[src/rtl/sddr_cmd_monitor.sv]
// DDR3 command-bus monitor: decodes commands, tracks bank state and timing, captures MRs, flags violations.
// Optional feature macro SDDR_AUTO_PRECHARGE_EN: RD/WR with A10=1 also precharges the bank.
module sddr_cmd_monitor #(
  parameter int BANK_BITS = 3,
  parameter int ROW_BITS  = 13,
  parameter int COL_BITS  = 10,
  parameter int T_RCD     = 5,
  parameter int T_RP      = 5,
  parameter int T_RFC     = 44,
  parameter int T_MRD     = 4
) (
  input  logic                    ddr_clock_i,
  input  logic                    ddr_reset_n_i,
  input  logic                    ddr3_cke_i,
  input  logic                    ddr3_cs_n_i,
  input  logic                    ddr3_ras_n_i,
  input  logic                    ddr3_cas_n_i,
  input  logic                    ddr3_we_n_i,
  input  logic [BANK_BITS-1:0]    ddr3_ba_i,
  input  logic [ROW_BITS-1:0]     ddr3_addr_i,
  input  logic                    violation_clear_i,
  output logic                    evt_valid_o,
  output logic [2:0]              evt_cmd_o,
  output logic [BANK_BITS-1:0]    evt_bank_o,
  output logic [ROW_BITS-1:0]     evt_row_o,
  output logic [COL_BITS-1:0]     evt_col_o,
  output logic [2**BANK_BITS-1:0] bank_open_o,
  output logic [4*ROW_BITS-1:0]   mode_reg_o,
  output logic [7:0]              violation_o
);

  localparam int NUM_BANKS = 2**BANK_BITS;
  localparam int DEV_MAX   = (T_RFC > T_MRD) ? T_RFC : T_MRD;
  localparam int BANK_MAX  = (T_RCD > T_RP) ? T_RCD : T_RP;
  localparam int DEV_TW    = $clog2(DEV_MAX + 1);
  localparam int BANK_TW   = $clog2(BANK_MAX + 1);

  localparam logic [DEV_TW-1:0]  RFC_LOAD = DEV_TW'(T_RFC - 1);
  localparam logic [DEV_TW-1:0]  MRD_LOAD = DEV_TW'(T_MRD - 1);
  localparam logic [BANK_TW-1:0] RCD_LOAD = BANK_TW'(T_RCD - 1);
  localparam logic [BANK_TW-1:0] RP_LOAD  = BANK_TW'(T_RP - 1);

  typedef enum logic [2:0] {
    CMD_ACT  = 3'd0,
    CMD_RD   = 3'd1,
    CMD_WR   = 3'd2,
    CMD_PRE  = 3'd3,
    CMD_PREA = 3'd4,
    CMD_REF  = 3'd5,
    CMD_MRS  = 3'd6,
    CMD_ZQ   = 3'd7
  } cmd_e;

  typedef enum logic [1:0] {
    DEV_INIT,
    DEV_IDLE,
    DEV_REFRESHING,
    DEV_MRS_WAIT
  } dev_state_e;

  dev_state_e             dev_state, dev_state_next;
  logic [DEV_TW-1:0]      dev_timer, dev_timer_next;

  logic                   cmd_valid;
  cmd_e                   cmd;
  logic [COL_BITS-1:0]    cmd_col;
  logic                   auto_pre;

  logic [NUM_BANKS-1:0]   bank_open, bank_open_next;
  logic [ROW_BITS-1:0]    bank_row      [NUM_BANKS];
  logic [ROW_BITS-1:0]    bank_row_next [NUM_BANKS];
  logic [BANK_TW-1:0]     trcd          [NUM_BANKS];
  logic [BANK_TW-1:0]     trcd_next     [NUM_BANKS];
  logic [BANK_TW-1:0]     trp           [NUM_BANKS];
  logic [BANK_TW-1:0]     trp_next      [NUM_BANKS];

  logic [7:0]             viol_new;
  logic [7:0]             violation;
  logic [3:0][ROW_BITS-1:0] mode_reg;

`ifdef SDDR_AUTO_PRECHARGE_EN
  assign auto_pre = ddr3_addr_i[10];
`else
  assign auto_pre = 1'b0;
`endif

  // A10 is the auto-precharge pin, so wide columns skip over it.
  generate
    if (COL_BITS > 10) begin : g_col_wide
      assign cmd_col = {ddr3_addr_i[COL_BITS:11], ddr3_addr_i[9:0]};
    end else begin : g_col_narrow
      assign cmd_col = ddr3_addr_i[COL_BITS-1:0];
    end
  endgenerate

  always_comb begin
    cmd_valid = 1'b0;
    cmd       = CMD_ACT;
    if (ddr3_cke_i && (dev_state != DEV_INIT) && !ddr3_cs_n_i) begin
      case ({ddr3_ras_n_i, ddr3_cas_n_i, ddr3_we_n_i})
        3'b011: begin cmd_valid = 1'b1; cmd = CMD_ACT; end
        3'b101: begin cmd_valid = 1'b1; cmd = CMD_RD;  end
        3'b100: begin cmd_valid = 1'b1; cmd = CMD_WR;  end
        3'b110: begin cmd_valid = 1'b1; cmd = CMD_ZQ;  end
        3'b001: begin cmd_valid = 1'b1; cmd = CMD_REF; end
        3'b000: begin cmd_valid = 1'b1; cmd = CMD_MRS; end
        3'b010: begin
          cmd_valid = 1'b1;
          cmd       = ddr3_addr_i[10] ? CMD_PREA : CMD_PRE;
        end
        default: cmd_valid = 1'b0;
      endcase
    end
  end

  always_ff @(posedge ddr_clock_i or negedge ddr_reset_n_i) begin
    if (!ddr_reset_n_i) begin
      dev_state <= DEV_INIT;
      dev_timer <= '0;
    end else begin
      dev_state <= dev_state_next;
      dev_timer <= dev_timer_next;
    end
  end

  // The busy window ends on the edge where the timer would reach zero.
  always_comb begin
    dev_state_next = dev_state;
    dev_timer_next = dev_timer;
    case (dev_state)
      DEV_INIT: begin
        if (ddr3_cke_i) dev_state_next = DEV_IDLE;
      end
      DEV_IDLE: begin
        if (cmd_valid && (cmd == CMD_REF)) begin
          dev_state_next = DEV_REFRESHING;
          dev_timer_next = RFC_LOAD;
        end else if (cmd_valid && (cmd == CMD_MRS)) begin
          dev_state_next = DEV_MRS_WAIT;
          dev_timer_next = MRD_LOAD;
        end
      end
      default: begin
        if (dev_timer <= DEV_TW'(1)) begin
          dev_state_next = DEV_IDLE;
          dev_timer_next = '0;
        end else begin
          dev_timer_next = dev_timer - DEV_TW'(1);
        end
      end
    endcase
  end

  always_comb begin
    bank_open_next = bank_open;
    bank_row_next  = bank_row;
    trcd_next      = trcd;
    trp_next       = trp;
    viol_new       = '0;
    for (int b = 0; b < NUM_BANKS; b++) begin
      if (|trcd[b]) trcd_next[b] = trcd[b] - BANK_TW'(1);
      if (|trp[b])  trp_next[b]  = trp[b] - BANK_TW'(1);
    end
    if (cmd_valid) begin
      case (cmd)
        CMD_ACT: begin
          if (bank_open[ddr3_ba_i]) begin
            viol_new[0] = 1'b1;
          end else begin
            bank_open_next[ddr3_ba_i] = 1'b1;
            bank_row_next[ddr3_ba_i]  = ddr3_addr_i;
            trcd_next[ddr3_ba_i]      = RCD_LOAD;
          end
          if (|trp[ddr3_ba_i]) viol_new[3] = 1'b1;
        end
        CMD_RD, CMD_WR: begin
          if (!bank_open[ddr3_ba_i]) viol_new[1] = 1'b1;
          if (|trcd[ddr3_ba_i])      viol_new[2] = 1'b1;
          if (auto_pre && bank_open[ddr3_ba_i]) begin
            bank_open_next[ddr3_ba_i] = 1'b0;
            trp_next[ddr3_ba_i]       = RP_LOAD;
          end
        end
        CMD_PRE: begin
          if (bank_open[ddr3_ba_i]) begin
            bank_open_next[ddr3_ba_i] = 1'b0;
            trp_next[ddr3_ba_i]       = RP_LOAD;
          end
        end
        CMD_PREA: begin
          for (int b = 0; b < NUM_BANKS; b++) begin
            if (bank_open[b]) begin
              bank_open_next[b] = 1'b0;
              trp_next[b]       = RP_LOAD;
            end
          end
        end
        CMD_REF: if (|bank_open) viol_new[6] = 1'b1;
        CMD_MRS: if (|bank_open) viol_new[7] = 1'b1;
        default: viol_new = '0;
      endcase
      if (dev_state == DEV_REFRESHING) viol_new[4] = 1'b1;
      if (dev_state == DEV_MRS_WAIT)   viol_new[5] = 1'b1;
    end
  end

  always_ff @(posedge ddr_clock_i or negedge ddr_reset_n_i) begin
    if (!ddr_reset_n_i) begin
      bank_open <= '0;
      for (int b = 0; b < NUM_BANKS; b++) begin
        bank_row[b] <= '0;
        trcd[b]     <= '0;
        trp[b]      <= '0;
      end
    end else begin
      bank_open <= bank_open_next;
      bank_row  <= bank_row_next;
      trcd      <= trcd_next;
      trp       <= trp_next;
    end
  end

  // A violation raised on the clearing edge wins over the clear.
  always_ff @(posedge ddr_clock_i or negedge ddr_reset_n_i) begin
    if (!ddr_reset_n_i) begin
      violation <= '0;
      mode_reg  <= '0;
    end else begin
      violation <= (violation_clear_i ? 8'h00 : violation) | viol_new;
      if (cmd_valid && (cmd == CMD_MRS)) mode_reg[ddr3_ba_i[1:0]] <= ddr3_addr_i;
    end
  end

  always_ff @(posedge ddr_clock_i or negedge ddr_reset_n_i) begin
    if (!ddr_reset_n_i) begin
      evt_valid_o <= 1'b0;
      evt_cmd_o   <= '0;
      evt_bank_o  <= '0;
      evt_row_o   <= '0;
      evt_col_o   <= '0;
    end else begin
      evt_valid_o <= cmd_valid;
      if (cmd_valid) begin
        evt_cmd_o  <= cmd;
        evt_bank_o <= ddr3_ba_i;
        case (cmd)
          CMD_RD, CMD_WR: begin
            evt_row_o <= bank_row[ddr3_ba_i];
            evt_col_o <= cmd_col;
          end
          default: begin
            evt_row_o <= ddr3_addr_i;
            evt_col_o <= '0;
          end
        endcase
      end
    end
  end

  assign bank_open_o = bank_open;
  assign mode_reg_o  = mode_reg;
  assign violation_o = violation;

endmodule

[config.mk]
export PLATFORM = sky130hd
export DESIGN_NAME = sddr_cmd_monitor
export DESIGN_NICKNAME = d
export VERILOG_FILES = /design/src/rtl/sddr_cmd_monitor.sv
export SDC_FILE = /design/constraint.sdc
export NUM_CORES = 1
export LEC_CHECK = 0
export CAP_MARGIN = 20
export CORE_UTILIZATION = 60
export CTS_BUF_LIST = sky130_fd_sc_hd__clkbuf_8
export DETAILED_ROUTE_END_ITERATION = 12
export GPL_TIMING_DRIVEN = 0
export PLACE_DENSITY = 0.81
export SYNTH_ARGS = -nofsm -noshare
export SYNTH_HDL_FRONTEND = slang
export SYNTH_SLANG_ARGS = --single-unit
[constraint.sdc]
create_clock -name ddr_clock_i -period 3.3 [get_ports ddr_clock_i]
set_input_delay 0.825 -clock ddr_clock_i [delete_from_list [all_inputs] [get_ports ddr_clock_i]]
set_output_delay 0.825 -clock ddr_clock_i [all_outputs]
set_load 0.02 [all_outputs]
## After elaboration in Yosys (flattened, before gate mapping)

Index checks and enable logic that the tools add are counted.

| storage, ports and cells | value |
|---|---|
| output and inout port bits | 98 |
| input port bits | 24 |
| register bits after elaboration | 258 |
| word-level logic and storage cells | 215 |

| operators by class | value |
|---|---|
| bitwise operators | 12 |
| add/subtract/negate cells | 17 |
| reduce and logical (&&, ||, !) cells | 39 |
| $lt $le $gt $ge | 7 |
| muxes and demuxes | 84 |
| eq/ne operators | 19 |

Operator list:

| cell | number |
|---|---|
| two-way mux 24 bit | 5 |
| bitwise mux 104 bit | 1 |
| two-way mux 3 bit | 31 |
| two-way mux 13 bit | 5 |
| OR reduction 3 bit | 18 |
| bitwise mux 52 bit | 1 |
| one-hot mux 24 bit (2 select lines) | 1 |
| subtractor 3 x 1 -> 3 bit, second input constant | 16 |
| binary-select mux 13 bit (select 3 bit) | 1 |
| demux 13 bit (select 3 bit) | 1 |
| bitwise AND 16 bit | 2 |
| two-way mux 8 bit | 4 |
| bitwise OR 8 bit | 4 |
| demux 13 bit (select 2 bit) | 1 |
| one-hot mux 8 bit (3 select lines) | 1 |
| binary-select mux 3 bit (select 3 bit) | 2 |
| equality test 3 bit, second input constant | 6 |
| two-way mux 6 bit | 3 |
| one-hot mux 3 bit (6 select lines) | 1 |
| inverter 16 bit | 1 |
| two-way mux 1 bit | 15 |
| equality test 3 x 2 -> 1 bit, second input constant | 4 |
| one-hot mux 6 bit (2 select lines) | 1 |
| two-way mux 10 bit | 1 |
| other kinds (34) | 52 |

## Depth between registers and ports, before layout

Gate-level depths: netlist (run 1).

| depth | value |
|---|---|
| depth in word-level cells | 10 |
| gate-level depth with buffers | 8 |
| mapped depth without buffers | 6 |

## Worst setup path before layout (run 1)

OpenSTA, ideal clock, no wires.

| path | value |
|---|---|
| kind | input -> register |
| start | input ddr3_ba_i[0] |
| end | register bank_row[70] (netlist name) |
| data arrival time | 2351 ps |
| required time | 3175 ps |
| setup slack | 824 ps |
| library setup time | 125 ps |
| stages on the path | 6 |
| buffers on the path | 3 |
| path through | buf_6 buf_6 nor3b_1 nor3b_2 buf_6 mux2_2 |

| between the ends | value |
|---|---|
| longest elaborated chain between the ends | 6 |
| elaborated cells on any way between the ends | 11 |
| those cells by class | 2 x order compare; 5 x mux; 2 x bitwise; 2 x reduce/logical |

Ends and longest elaborated chain:

| element | RTL line | RTL |
|---|---|---|
| start, declared | 19 | `input logic [BANK_BITS-1:0] ddr3_ba_i,` |
| inverter 3 -> 4 bit (not written as such) | 171 | `bank_row_next[ddr3_ba_i] = ddr3_addr_i;` |
| greater-or-equal comparator 4 bit (not written as such) or less-than comparator 4 x 1 -> 1 bit (tied branches) | 171 |  |
| logical AND 1 bit (not written as such) | 171 |  |
| two-way mux 13 bit (not written as such) | 171 |  |
| demux 13 bit (select 3 bit) | 171 |  |
| bitwise mux 104 bit | 171 |  |
| end signal, assigned | 217 | `bank_row <= bank_row_next;` |
| end, declared | 70 | `logic [ROW_BITS-1:0] bank_row [NUM_BANKS];` |

Several ways; a longest one is shown, not always the timed one. The select of a mux whose other input is x is not followed.
A chain may end at the register's enable or synchronous reset.

## Final worst setup path (run 1)

| path | value |
|---|---|
| start | input ddr3_ba_i[1] |
| end | register bank_row[86] (netlist name) |

The elaborated chain is that of the path after synthesis.

==> results of run 1 <==
-- cell families (layout without fill, tap and decap cells) --
kind of cell             count (synthesis)  in the layout
adder cells (fa/ha/maj)                 42             42
AND/OR/NAND/NOR                        190            190
XOR/XNOR                                17             17
multiplexers                           204            204
flip-flops                             258            258
AO/OA/AOI/OAI                          128            128
buffers and inverters                  121            311
-- power by group --
group          leakage (nW)  internal, mW  total [mW]  switching (mW)
clock network         0.472          1.47        2.74            1.27
logic                  3.14          1.31        2.71            1.41
registers              3.39          3.74        4.15           0.406
-- per-layer routing --
| layer | GRT usage [%] | up-vias |
|---|---|---|
| li1 | - | 3757 |
| met4 | 9.84 | 0 |
| met1 | 38.1 | 4248 |
| met5 | 0 | - |
| met3 | 6.39 | 75 |
| met2 | 46.9 | 281 |
-- stage by stage --
stage,total power [mW],instances,setup WS (ns),area (µm²)
global placement,6.72,1346,-9.60,13900
detailed placement,6.88,1349,-0.302,13900
global route,10.1,1420,0.0766,14800
finish,9.60,1420,0.171,14800
CTS,9.64,1420,0.247,14800
floorplan,5.96,960,0.824,12400
-- how the worst max path moves through the flow --
stage	start	endpoint	slack (ns)	depth (start not counted)
3_5_place_dp	ddr3_ba_i[1]	bank_row[85]	-0.30	7
6_report	ddr3_ba_i[1]	bank_row[86]	0.17	7
3_3_place_gp	ddr_reset_n_i	mode_reg_o[15]	-9.60	1
5_1_grt	ddr3_ba_i[1]	bank_row[88]	0.08	7
2_1_floorplan	ddr3_ba_i[0]	bank_row[70]	0.82	6
4_1_cts	ddr3_ba_i[1]	bank_row[86]	0.25	7
-- registers in the layout, indices dropped and copies added, names as in the netlist --
name         cells
evt_bank_o       3
trp             24
evt_cmd_o        3
trcd            24
evt_col_o       10
bank_open_o      8
dev_timer        6
violation_o      8
evt_valid_o      1
mode_reg_o      52
dev_state        2
bank_row       104
evt_row_o       13
-- worst max-delay path: stages --
cell and delay, ns:
sky130_fd_sc_hd__clkdlybuf4s50_1 0.50, sky130_fd_sc_hd__buf_4 0.20, sky130_fd_sc_hd__mux2i_1 0.30, sky130_fd_sc_hd__mux2i_1 0.23, sky130_fd_sc_hd__nor3_2 0.74, sky130_fd_sc_hd__buf_4 0.37
sky130_fd_sc_hd__mux2_2 0.36
-- cell type report --
type | count | area, µm²
buffer | 61 | 383
clock buffer | 54 | 743
clock inverter | 17 | 87.6
fill | 1352 | 5470
inverter | 60 | 225
multi-input combinational | 581 | 5300
sequential | 258 | 6460
tap | 270 | 338
timing repair buffer | 119 | 1230
-- synth_stat cells (7+ instances only) --
cell type | n | area share (%)
sky130_fd_sc_hd__dfrtp_1 | 258 | 52
sky130_fd_sc_hd__mux2_2 | 133 | 12
sky130_fd_sc_hd__nor2_1 | 69 | 2.1
sky130_fd_sc_hd__inv_1 | 58 | 1.8
sky130_fd_sc_hd__ha_1 | 42 | 4.2
sky130_fd_sc_hd__nand2_1 | 30 | 0.91
sky130_fd_sc_hd__mux4_2 | 28 | 5.1
sky130_fd_sc_hd__clkbuf_1 | 23 | 0.70
sky130_fd_sc_hd__a21oi_1 | 20 | 0.81
sky130_fd_sc_hd__mux2_4 | 20 | 2.4
sky130_fd_sc_hd__mux2i_1 | 20 | 1.6
sky130_fd_sc_hd__o21ai_0 | 19 | 0.77
sky130_fd_sc_hd__a22o_1 | 17 | 1.2
sky130_fd_sc_hd__buf_2 | 16 | 0.65
sky130_fd_sc_hd__a211oi_1 | 15 | 0.91
sky130_fd_sc_hd__nand2b_1 | 14 | 0.71
sky130_fd_sc_hd__nor2b_1 | 13 | 0.66
sky130_fd_sc_hd__a221o_1 | 12 | 0.97
sky130_fd_sc_hd__xnor2_1 | 12 | 0.85
sky130_fd_sc_hd__a211o_1 | 9 | 0.64
sky130_fd_sc_hd__buf_6 | 9 | 0.82
sky130_fd_sc_hd__a32o_1 | 7 | 0.57
sky130_fd_sc_hd__nand3_1 | 7 | 0.28
==> impl_summary.md, run 1 <==
Run status
The flow ran to the end, and the final reports show no timing, DRC or antenna violations.

Setup path
The type of element launching the critical path is an input pin. Data arrives at the worst endpoint at 3.54 ns. The worst setup path is captured at a flop. The logic depth of the worst register-to-register path is 7. The critical path is of the in -> reg type. The source of the worst register-to-register timing path is dev_state[0].

The critical-path maximum fanout is 10. The worst register-to-register path has a setup slack of 0.73 ns. For the worst setup path, the data required time is 3.71 ns. The endpoint identified for the worst register-to-register timing path is bank_row[86].

Cells and area
Measured on the finished design, the core utilization comes to 73.0%. Leaving out fill and tap cells, the most frequent cell in the layout is sky130_fd_sc_hd__dfrtp_1. In the layout the commonest cells are 258 x sky130_fd_sc_hd__dfrtp_1, 133 x sky130_fd_sc_hd__mux2_2, 115 x sky130_fd_sc_hd__clkdlybuf4s50_1, 70 x sky130_fd_sc_hd__inv_1, 69 x sky130_fd_sc_hd__nor2_1. The number of nets in the final layout is 1,190.

The share of layout cells above drive strength 1 is 25.6%. The area growth from synthesis to layout is 19.4%. The number of diodes is 0.

Placed design
Port buffering added 116 buffers. At the end of routability-driven placement, the weighted congestion stood at 0.831. The estimated wirelength of the detail-placed design is 19.7 mm.

Synth
The number of nets handed over by synthesis was 1,026. Among all flip-flop cells after synthesis, the most frequent one is sky130_fd_sc_hd__dfrtp_1. The fraction of synthesis flops using an asynchronous set or reset pin is 100%. Of the total synthesized cell area, the portion taken by full adders, half adders and majority gates is 4.25%. The share of synthesized area spent on multiplexers is 21.5%.

Synthesis instantiated 67 different standard cells from the library. The share of the Yosys chip area taken by registers is 52.2%. Each instance of the synthesized netlist takes up on average 12.9 µm².

The post-synthesis xor/xnor area fraction is 1.20%. In this run the cell area of the synthesized design comes to 0.0124 mm². Counting flops with a built-in enable in the synthesized netlist gives 0. Synthesis produced a netlist whose cell count is 960. Of the total synthesized cell area, the portion taken by AND, OR, NAND and NOR gates is 8.20%. The dominant combinational cell family by area after synthesis is multiplexers. During synthesis, Yosys emitted a total of 0 warnings. The synthesized netlist devotes 7.69% of its cell area to compound gates.

Counting flops and latches in the post-synthesis netlist gives 258.

Routing
The wire length on met2 is 13.9 mm. In the routed design, unresolved DRC markers number 0. The wire length the detailed router placed on met1 is 12.4 mm. The post-detailed-route via-to-cell ratio is 5.89. Summed over all layers, the routed wires come to 29.4 mm. The first-pass iteration count of the detailed router is 5. The highest metal layer carrying signal wires in the routed design is met4.

Detailed routing placed a total of 2.13 mm of wire on met3. The remaining antenna violation count after routing is 0. The first routing iteration left 604 violations. The wire length per cell after detailed routing is 20.7 µm. The overall via count from detail_route is 8,361.

Power and ir drop
In this run the power density over the cells is 650 mW/mm². The static leakage is 7.01 nW. The maximum VDD drop is 0.507 mV.

Floorplanning
The die covers 0.0212 mm². From left edge to right edge, the die measures 146 µm. The placeable core region is 0.0202 mm². Pin placement for this block handled 122 I/O pins. The number of rows created at floorplan is 52. The die outline height is 146 µm. Once the floorplan was initialized, standard cells occupied 61.1% of the core.

Global routing
The total congestion overflow is 0. For this run, the total global-route usage over all layers was measured as 28.7%. Entering global routing, the biggest net connects 102 pins. The number of global-route vias before repair is 8,875. The initial antenna violation count is 0. The first global-routing pass estimated 47.5 mm of wire.

Clock network
The sink count of the clock tree is 258. After clock tree synthesis, the clock-pin slew on the worst setup and hold paths is 0.06 ns. The clock buffer count from CTS is 43. TritonCTS built the clock tree. The clock tree synthesis step divided the H-tree into 2 levels. The number of gates resized after CTS is 0. The clock root buffer is sky130_fd_sc_hd__clkbuf_8. Buffers added to address setup during post-CTS repair amount to 0. Buffers inserted to repair hold after CTS numbered 0. At the later pin of the worst-skew pair, clock insertion delay measures 0.56 ns.

The clock passes through at most 3 buffers.

STA
Dividing the final minimum period by the clock period gives 94.8%. The minimum period implied by the final worst setup slack is 3.13 ns. The final max-slew violation count is 0.

Across all hold checks on the routed design, the worst slack comes to 0.252 ns. For this run, the top clock speed supported by timing is 0.320 GHz. The final setup violation count is 0.

For the final database, setup skew stands at 0.0320 ns. For the final routed database, the setup TNS stands at 0 ns. The number of hold-slack violations in the final timing report came to 0. For the pin with the worst max-slew slack, the measured transition is 0.929 ns.

The max-slew headroom at the worst pin is 37.9%. Setup repair after global routing left no endpoint under its margin.

Min path
The worst hold path belongs to the class in -> async.

Run
The count of maximum capacitance violations is 0.
No activity file was read; power rests on OpenSTA's default activity.
==> run 2: changes to the inputs <==
- GPL_TIMING_DRIVEN: 0 -> default
==> run 2 against run 1 <==
  * Sequential share of layout area hardly changed
  * Clock power is 5% higher
  * Fmax is 24% higher
  * Non-clock buffer count is 23 lower
  * Power is 1.3% higher
  * First-iteration DRC count is 22% lower
  * Flip-flop and latch count stayed put
  * Register-to-register slack better by 0.14 ns
  * Cell count is 1.3% lower
  * Utilization hardly changed
  * Clock skew is 0.0045 ns lower
  * Highest routed layer unchanged
==> impl_summary.md, run 2 (same netlist as run 1, synthesis figures left out) <==
Cells and area
The number of flip-flops in the largest register was 104 (unchanged). The number of nets in the final layout is 1,167 (was 1,190). The relative area change from synthesis to final layout is 19.3% (was 19.4%).

The end-of-flow core utilization is 72.9% (was 73.0%). Most frequent cells in the layout: 258 x sky130_fd_sc_hd__dfrtp_1, 133 x sky130_fd_sc_hd__mux2_2, 118 x sky130_fd_sc_hd__clkdlybuf4s50_1, 73 x sky130_fd_sc_hd__inv_1, 69 x sky130_fd_sc_hd__nor2_1 (was 258 x sky130_fd_sc_hd__dfrtp_1, 133 x sky130_fd_sc_hd__mux2_2, 115 x sky130_fd_sc_hd__clkdlybuf4s50_1, 70 x sky130_fd_sc_hd__inv_1, 69 x sky130_fd_sc_hd__nor2_1). The register bank with the most flops is bank_row (unchanged). The most frequent standard cell in the layout excluding fill and tap cells is sky130_fd_sc_hd__dfrtp_1 (unchanged). The number of inserted filler cells in the final layout is 1,302 (was 1,352). The share of layout cells above drive strength 1 is 26.2% (was 25.6%).

The number of diodes is 0 (unchanged). The post-route cell area is 0.0148 mm² (about the same).

Placed design
The placed instance area was 0.0139 mm² (about the same). The post-placement worst setup slack is 0.249 ns (was -0.302 ns). The estimated wirelength of the detail-placed design is 18.1 mm (was 19.7 mm). The number of buffers inserted by port buffering is 121 (was 116). The routability-driven placement congestion ratio came to 0.830 (was 0.831).

STA
The setup TNS after final layout was 0 ns (unchanged). The number of hold-slack violations in the final timing report is 0 (unchanged). The final cycle utilization of the critical path is 76.5% (was 94.8%). The fmax came to 0.396 GHz (was 0.320 GHz). The final setup violation count was 0 (unchanged). Setup repair after global routing missed its margin: no (unchanged). The max-slew headroom at the worst pin came to 44.5% (was 37.9%). The final max-slew violation count is 0 (unchanged).

The worst clock skew is 0.0275 ns (was 0.0320 ns). The worst setup slack after layout was 0.775 ns (was 0.171 ns). The slew at the pin closest to its max-slew limit came to 0.829 ns (was 0.929 ns).

The minimum period implied by the final worst setup slack is 2.53 ns (was 3.13 ns).

Routing
The remaining design rule violation count is 0 (unchanged). The number of DRC markers after the initial detailed-route iteration came to 473 (was 604). The sum of routed wire length over all layers was 27.8 mm (was 29.4 mm).

The wire length per cell after detailed routing is 19.8 µm (was 20.7 µm). The overall via count from detail_route is 8,186 (was 8,361). The remaining antenna violation count after routing is 0 (unchanged). The post-detailed-route via-to-cell ratio came to 5.84 (was 5.89). The first-pass iteration count of the detailed router was 7 (was 5).

Global routing
The initial antenna violation count is 0 (unchanged). The total congestion overflow was 0 (unchanged). The largest net degree at the start of global routing is 77 (was 102).

The global routing met3 resource utilization is 6.65% (was 6.39%). The first-pass GRT wire length is 45.3 mm (was 47.5 mm). The global routing usage on met2 came to 44.1% (was 46.9%).

The number of global-route vias before repair is 8,593 (was 8,875). The all-layer global routing usage is 27.3% (was 28.7%). The most utilized layer in the global route result is met2 (unchanged). The met1 layer usage reported by global route is 36.5% (was 38.1%).

Power and ir drop
The power density over cell area is 659 mW/mm² (was 650 mW/mm²). The static leakage is 7.04 nW (was 7.01 nW). The maximum VDD drop came to 0.492 mV (was 0.507 mV).

Run
The count of maximum capacitance violations came to 0 (unchanged).

Clock network
The number of gates resized after CTS is 0 (unchanged). The cts-stage hold buffer count is 0 (unchanged). The clock buffer count from CTS came to 43 (unchanged). The clock transition at the registers of the reported paths is 0.06 ns (about the same). The TritonCTS clock tree is built (unchanged). The sink count of the clock tree is 258 (unchanged). The maximum buffer depth of the clock tree is 3 (unchanged). The clock root buffer is sky130_fd_sc_hd__clkbuf_8 (unchanged). The post-CTS setup repair buffer count is 0 (unchanged).

The H-tree level count is 2 (unchanged). The later-pin clock latency in the skew report is 0.55 ns (was 0.56 ns).

Setup path
The arrival time at the worst endpoint is 1.70 ns (was 3.54 ns). The launching element of the worst setup path was bank_open_o[7] (was ddr3_ba_i[1]). The start-to-end type of the worst setup path is reg -> out (was in -> reg).

The kind of cell with the highest combined delay on the critical path is buffers and inverters (unchanged). The highest cell delay on the worst timing path came to 0.66 ns (was 0.74 ns). The critical path capture point type is an output port (was flop). The source of the worst register-to-register timing path is dev_state[1] (was dev_state[0]). The critical path buffer and inverter count was 1 (was 3). Critical path cell sequence: clkdlybuf4s50_1 (was clkdlybuf4s50_1, buf_4, mux2i_1, mux2i_1, nor3_2, buf_4, mux2_2). The highest-delay cell along the critical path was sky130_fd_sc_hd__clkdlybuf4s50_1 (was sky130_fd_sc_hd__nor3_2). The critical-path maximum fanout is 7 (was 10). The required time of the critical path is 2.47 ns (was 3.71 ns). The type of element launching the critical path is a flop (was input pin).

Min path
The worst min-delay path class is in -> async (unchanged).

Floorplanning
The horizontal die dimension was 146 µm (unchanged). The starting density of the core is 61.1% (unchanged). The placeable core region is 0.0202 mm² (unchanged).

The die outline height is 146 µm (unchanged). The I/O pin count came to 122 (unchanged). The area enclosed by the die boundary was 0.0212 mm² (unchanged). The number of rows created at floorplan is 52 (unchanged).

Run status
Run status: complete, no violations (unchanged).
run 2: cell types whose count changed in the layout (fill, tap and decap cells not counted), moves of 3 or more:
cell,change
sky130_fd_sc_hd__buf_1,-4
sky130_fd_sc_hd__buf_12,+3
sky130_fd_sc_hd__buf_2,-14
sky130_fd_sc_hd__buf_4,+24
sky130_fd_sc_hd__buf_6,-9
sky130_fd_sc_hd__bufinv_16,+3
sky130_fd_sc_hd__clkbuf_1,-23
sky130_fd_sc_hd__clkbuf_8,-3
sky130_fd_sc_hd__clkdlybuf4s50_1,+3
sky130_fd_sc_hd__inv_1,+3
run 2: routing by layer:
layer,vias to the layer above,share of wire [%]
met2,268,48
met1,4156,43
met3,48,7.0
met5,-,0
li1,3714,-
met4,0,2.0
run 2: worst paths after layout:
check	end	slack, ns	cells after the start
min in group ddr_clock_i	violation_o[7]	0.48	1
worst max-delay path	bank_open_o[7]	0.77	1
worst min register to register	violation_o[7]	0.48	1
max in group asynchronous	mode_reg_o[51]	2.10	2
worst min-delay path	evt_col_o[9]	0.25	1
worst max register to register	bank_row[50]	0.87	6
run 2: cell type report:
class,instances,area [µm²],share of cell area (%)
flip-flops and latches,258,6460,43.8
clock buffers,51,702,4.76
inverters,60,225,1.53
multi-input cells,581,5310,36.0
repair buffers,157,1540,10.4
well taps,270,338,2.29
clock inverters,24,186,1.26
run 2: power by group:
group	switching (mW)	total (mW)	leakage, nW	internal (mW)
clock network	1.25	2.89	0.510	1.64
logic	1.38	2.67	3.13	1.29
registers	0.423	4.16	3.39	3.74
run 2: through the flow:
stage	hold WS, ns	total power [mW]	cells
3_3_place_gp	0.462	6.72	1326
5_1_grt	0.295	10.3	1401
6_report	0.253	9.73	1401
2_1_floorplan	0.453	5.96	960
3_5_place_dp	0.474	6.86	1326
4_1_cts	0.270	9.80	1401
==> run 3: changes to the inputs <==
- CORE_UTILIZATION: 60 -> 54
- PLACE_DENSITY: 0.81 -> 0.77
- clock period: 3.3 -> 2.25 ns (I/O delays scaled with it)
==> run 3 against run 2 <==
  * Cell count rose by 6.1%
  * Count of clock-buffer cells in the layout rose by 2
  * First-iteration DRC count fell by 8.2%
  * Hold slack improved by 0.22 ns
  * Global-route usage fell by 2.0 points
  * Clock power rose by 52%
  * Via count rose by 2.1%
  * Sequential share of layout area fell by 2.2 points
==> impl_summary.md, run 3 (same netlist as run 1, synthesis figures left out) <==
Run status
Run status: complete, no violations (unchanged).

Clock network
The later-pin clock latency in the skew report came to 0.56 ns (was 0.55 ns). The H-tree level count came to 2 (unchanged). The clock buffer count from CTS is 43 (unchanged).

The sink count of the clock tree is 258 (unchanged). The clock root buffer is sky130_fd_sc_hd__clkbuf_8 (unchanged). The maximum buffer depth of the clock tree is 3 (unchanged). The TritonCTS clock tree is built (unchanged). The clock transition at the registers of the reported paths is 0.06 ns (about the same).

Cells and area
The relative area change from synthesis to final layout is 25.6% (was 19.3%). The number of flip-flops in the largest register is 104 (unchanged). Most frequent cells in the layout: 258 x sky130_fd_sc_hd__dfrtp_1, 133 x sky130_fd_sc_hd__mux2_2, 114 x sky130_fd_sc_hd__clkdlybuf4s50_1, 88 x sky130_fd_sc_hd__buf_4, 69 x sky130_fd_sc_hd__nor2_1 (was 258 x sky130_fd_sc_hd__dfrtp_1, 133 x sky130_fd_sc_hd__mux2_2, 118 x sky130_fd_sc_hd__clkdlybuf4s50_1, 73 x sky130_fd_sc_hd__inv_1, 69 x sky130_fd_sc_hd__nor2_1). The number of cells in the finished layout apart from fillers is 1,487 (was 1,401). The register bank with the most flops is bank_row (unchanged). The number of diodes came to 0 (unchanged).

The number of nets in the final layout is 1,240 (was 1,167). The most frequent standard cell in the layout excluding fill and tap cells is sky130_fd_sc_hd__dfrtp_1 (unchanged). The share of layout cells above drive strength 1 is 30.9% (was 26.2%). The post-route cell area was 0.0155 mm² (was 0.0148 mm²).

Routing
The remaining antenna violation count after routing is 0 (unchanged). The wire length per cell after detailed routing is 19.1 µm (was 19.8 µm). The number of DRC markers after the initial detailed-route iteration is 434 (was 473). The first-pass iteration count of the detailed router came to 4 (was 7). The remaining design rule violation count came to 0 (unchanged). The post-detailed-route via-to-cell ratio is 5.62 (was 5.84). The overall via count from detail_route is 8,358 (was 8,186). The sum of routed wire length over all layers is 28.3 mm (was 27.8 mm).

Placed design
The placed instance area was 0.0146 mm² (was 0.0139 mm²). The estimated wirelength of the detail-placed design came to 19.4 mm (was 18.1 mm). The post-placement worst setup slack is -0.388 ns (was 0.249 ns). The total instance count after detailed placement came to 1,413 (was 1,326). The number of buffers inserted by port buffering is 121 (unchanged). The routability-driven placement congestion ratio is 0.878 (was 0.830).

Setup path
The arrival time at the worst endpoint is 1.63 ns (was 1.70 ns). The start-to-end type of the worst setup path is reg -> out (unchanged). The critical-path maximum fanout was 5 (was 7). The critical path capture point type is an output port (unchanged). The type of element launching the critical path is a flop (unchanged). Critical path cell sequence: clkdlybuf4s50_1 (unchanged).

The highest-delay cell along the critical path is sky130_fd_sc_hd__clkdlybuf4s50_1 (unchanged). The critical path buffer and inverter count is 1 (unchanged). The kind of cell with the highest combined delay on the critical path is buffers and inverters (unchanged). The required time of the critical path was 1.69 ns (was 2.47 ns). The highest cell delay on the worst timing path is 0.64 ns (was 0.66 ns).

Floorplanning
The die outline height is 153 µm (was 146 µm). The starting density of the core is 54.8% (was 61.1%). The placeable core region is 0.0226 mm² (was 0.0202 mm²). The horizontal die dimension is 153 µm (was 146 µm). The number of rows created at floorplan is 55 (was 52). The I/O pin count is 122 (unchanged).

The area enclosed by the die boundary is 0.0235 mm² (was 0.0212 mm²).

Min path
The worst min-delay path class is reg -> reg (was in -> async).

STA
The minimum period implied by the final worst setup slack is 2.20 ns. The fmax is 0.456 GHz. The slew at the pin closest to its max-slew limit is 0.848 ns (was 0.829 ns). The final critical path takes up 97.6% of the cycle.

The number of hold-slack violations in the final timing report is 0 (unchanged). The final max-slew violation count is 0 (unchanged). The max-slew headroom at the worst pin is 43.2% (was 44.5%).

The setup TNS after final layout is 0 ns (unchanged). The worst setup slack after layout is 0.0548 ns (was 0.775 ns). The worst clock skew is 0.0343 ns (was 0.0275 ns).

The final setup violation count is 0 (unchanged). Setup repair after global routing missed its margin: no (unchanged).

Power and ir drop
The static leakage is 7.47 nW (was 7.04 nW). The net switching power is 4.55 mW (was 3.05 mW). The total power after layout is 14.5 mW (was 9.73 mW). The combinational share of power is 28.0% (was 27.5%). The fraction of power spent switching nets was 31.3% (was 31.4%). The fraction of power consumed by the clock network is 30.2% (was 29.7%). The cell internal power dissipation is 9.98 mW (was 6.68 mW).

The part of the total power dissipated in sequential elements is 41.8% (was 42.8%). The power density over cell area came to 936 mW/mm² (was 659 mW/mm²). The maximum VDD drop is 0.605 mV (was 0.492 mV).

Global routing
The met1 layer usage reported by global route is 34.7% (was 36.5%). The first-pass GRT wire length is 47.0 mm (was 45.3 mm). The all-layer global routing usage was 25.3% (was 27.3%). The largest net degree at the start of global routing was 49 (was 77). The global routing met3 resource utilization is 5.47% (was 6.65%). The most utilized layer in the global route result was met2 (unchanged).

The initial antenna violation count is 0 (unchanged). The global routing usage on met2 is 40.9% (was 44.1%). The number of global-route vias before repair is 8,869 (was 8,593). The total congestion overflow is 0 (unchanged).

Run
The count of maximum capacitance violations is 0 (unchanged).
run 3: cell count changes in the layout (fill, tap and decap cells not counted), moves of 2 or more:
cell                              delta
sky130_fd_sc_hd__inv_1               -6
sky130_fd_sc_hd__clkinv_2            +2
sky130_fd_sc_hd__clkdlybuf4s50_1     -4
sky130_fd_sc_hd__inv_6               -2
sky130_fd_sc_hd__buf_4              +57
sky130_fd_sc_hd__clkbuf_8            +2
sky130_fd_sc_hd__dlygate4sd2_1       +3
sky130_fd_sc_hd__buf_12             +15
sky130_fd_sc_hd__inv_8               +2
run 3: path summary, 6_finish.rpt:
check	startpoint	endpoint	slack [ns]	cells after the start
setup reg to reg	dev_state[0]	bank_row[62]	0.15	6
hold reg to reg	evt_bank_o[0]	evt_bank_o[0]	0.47	2
hold / removal	evt_bank_o[0]	evt_bank_o[0]	0.47	2
setup / recovery	bank_open_o[1]	bank_open_o[1]	0.05	1
max in group asynchronous	ddr_reset_n_i	bank_row[94]	1.09	3
min in group asynchronous	ddr_reset_n_i	dev_timer[2]	0.51	2
run 3: what timing repair did:
item,CTS,global route
setup endpoints to repair,3,1
resized for setup,3,1
hold buffers,1,0
cloned,0,0
endpoints found under the hold margin,39,0
buffers inserted,0,0
run 3: cell type report:
class	instances	area [µm²]
clock buffer	53	729
clock inverter	20	179
fill	1590	7040
inverter	60	225
multi-input combinational	581	5310
sequential	258	6460
tap	285	357
timing repair buffer	230	2280
run 3: through the flow:
stage                     hold WS [ns]  util (%)
after floorplan                  0.267         -
after CTS                        0.479      68.8
after global routing             0.508      68.8
after global placement           0.461      64.8
final                            0.470      68.8
after detailed placement         0.464      64.8
run 3: layer usage:
layer | wire, µm | share of wire, % | vias up
met3 | 1470 | 5.2 | 38
met4 | 408 | 1.4 | 0
met2 | 13600 | 48 | 195
li1 | - | - | 3840
met1 | 12900 | 46 | 4285
met5 | 0 | 0 | -
run 3: power by group through the flow:
stage               sequential [mW]  combinational, mW  clock (mW)
finish                         6.08               4.07        4.39
global route                   6.17               4.51        4.70
CTS                            6.07               4.09        4.47
detailed placement             6.14               4.06           0
global placement               6.09               3.88           0
floorplan                      6.32               2.42           0
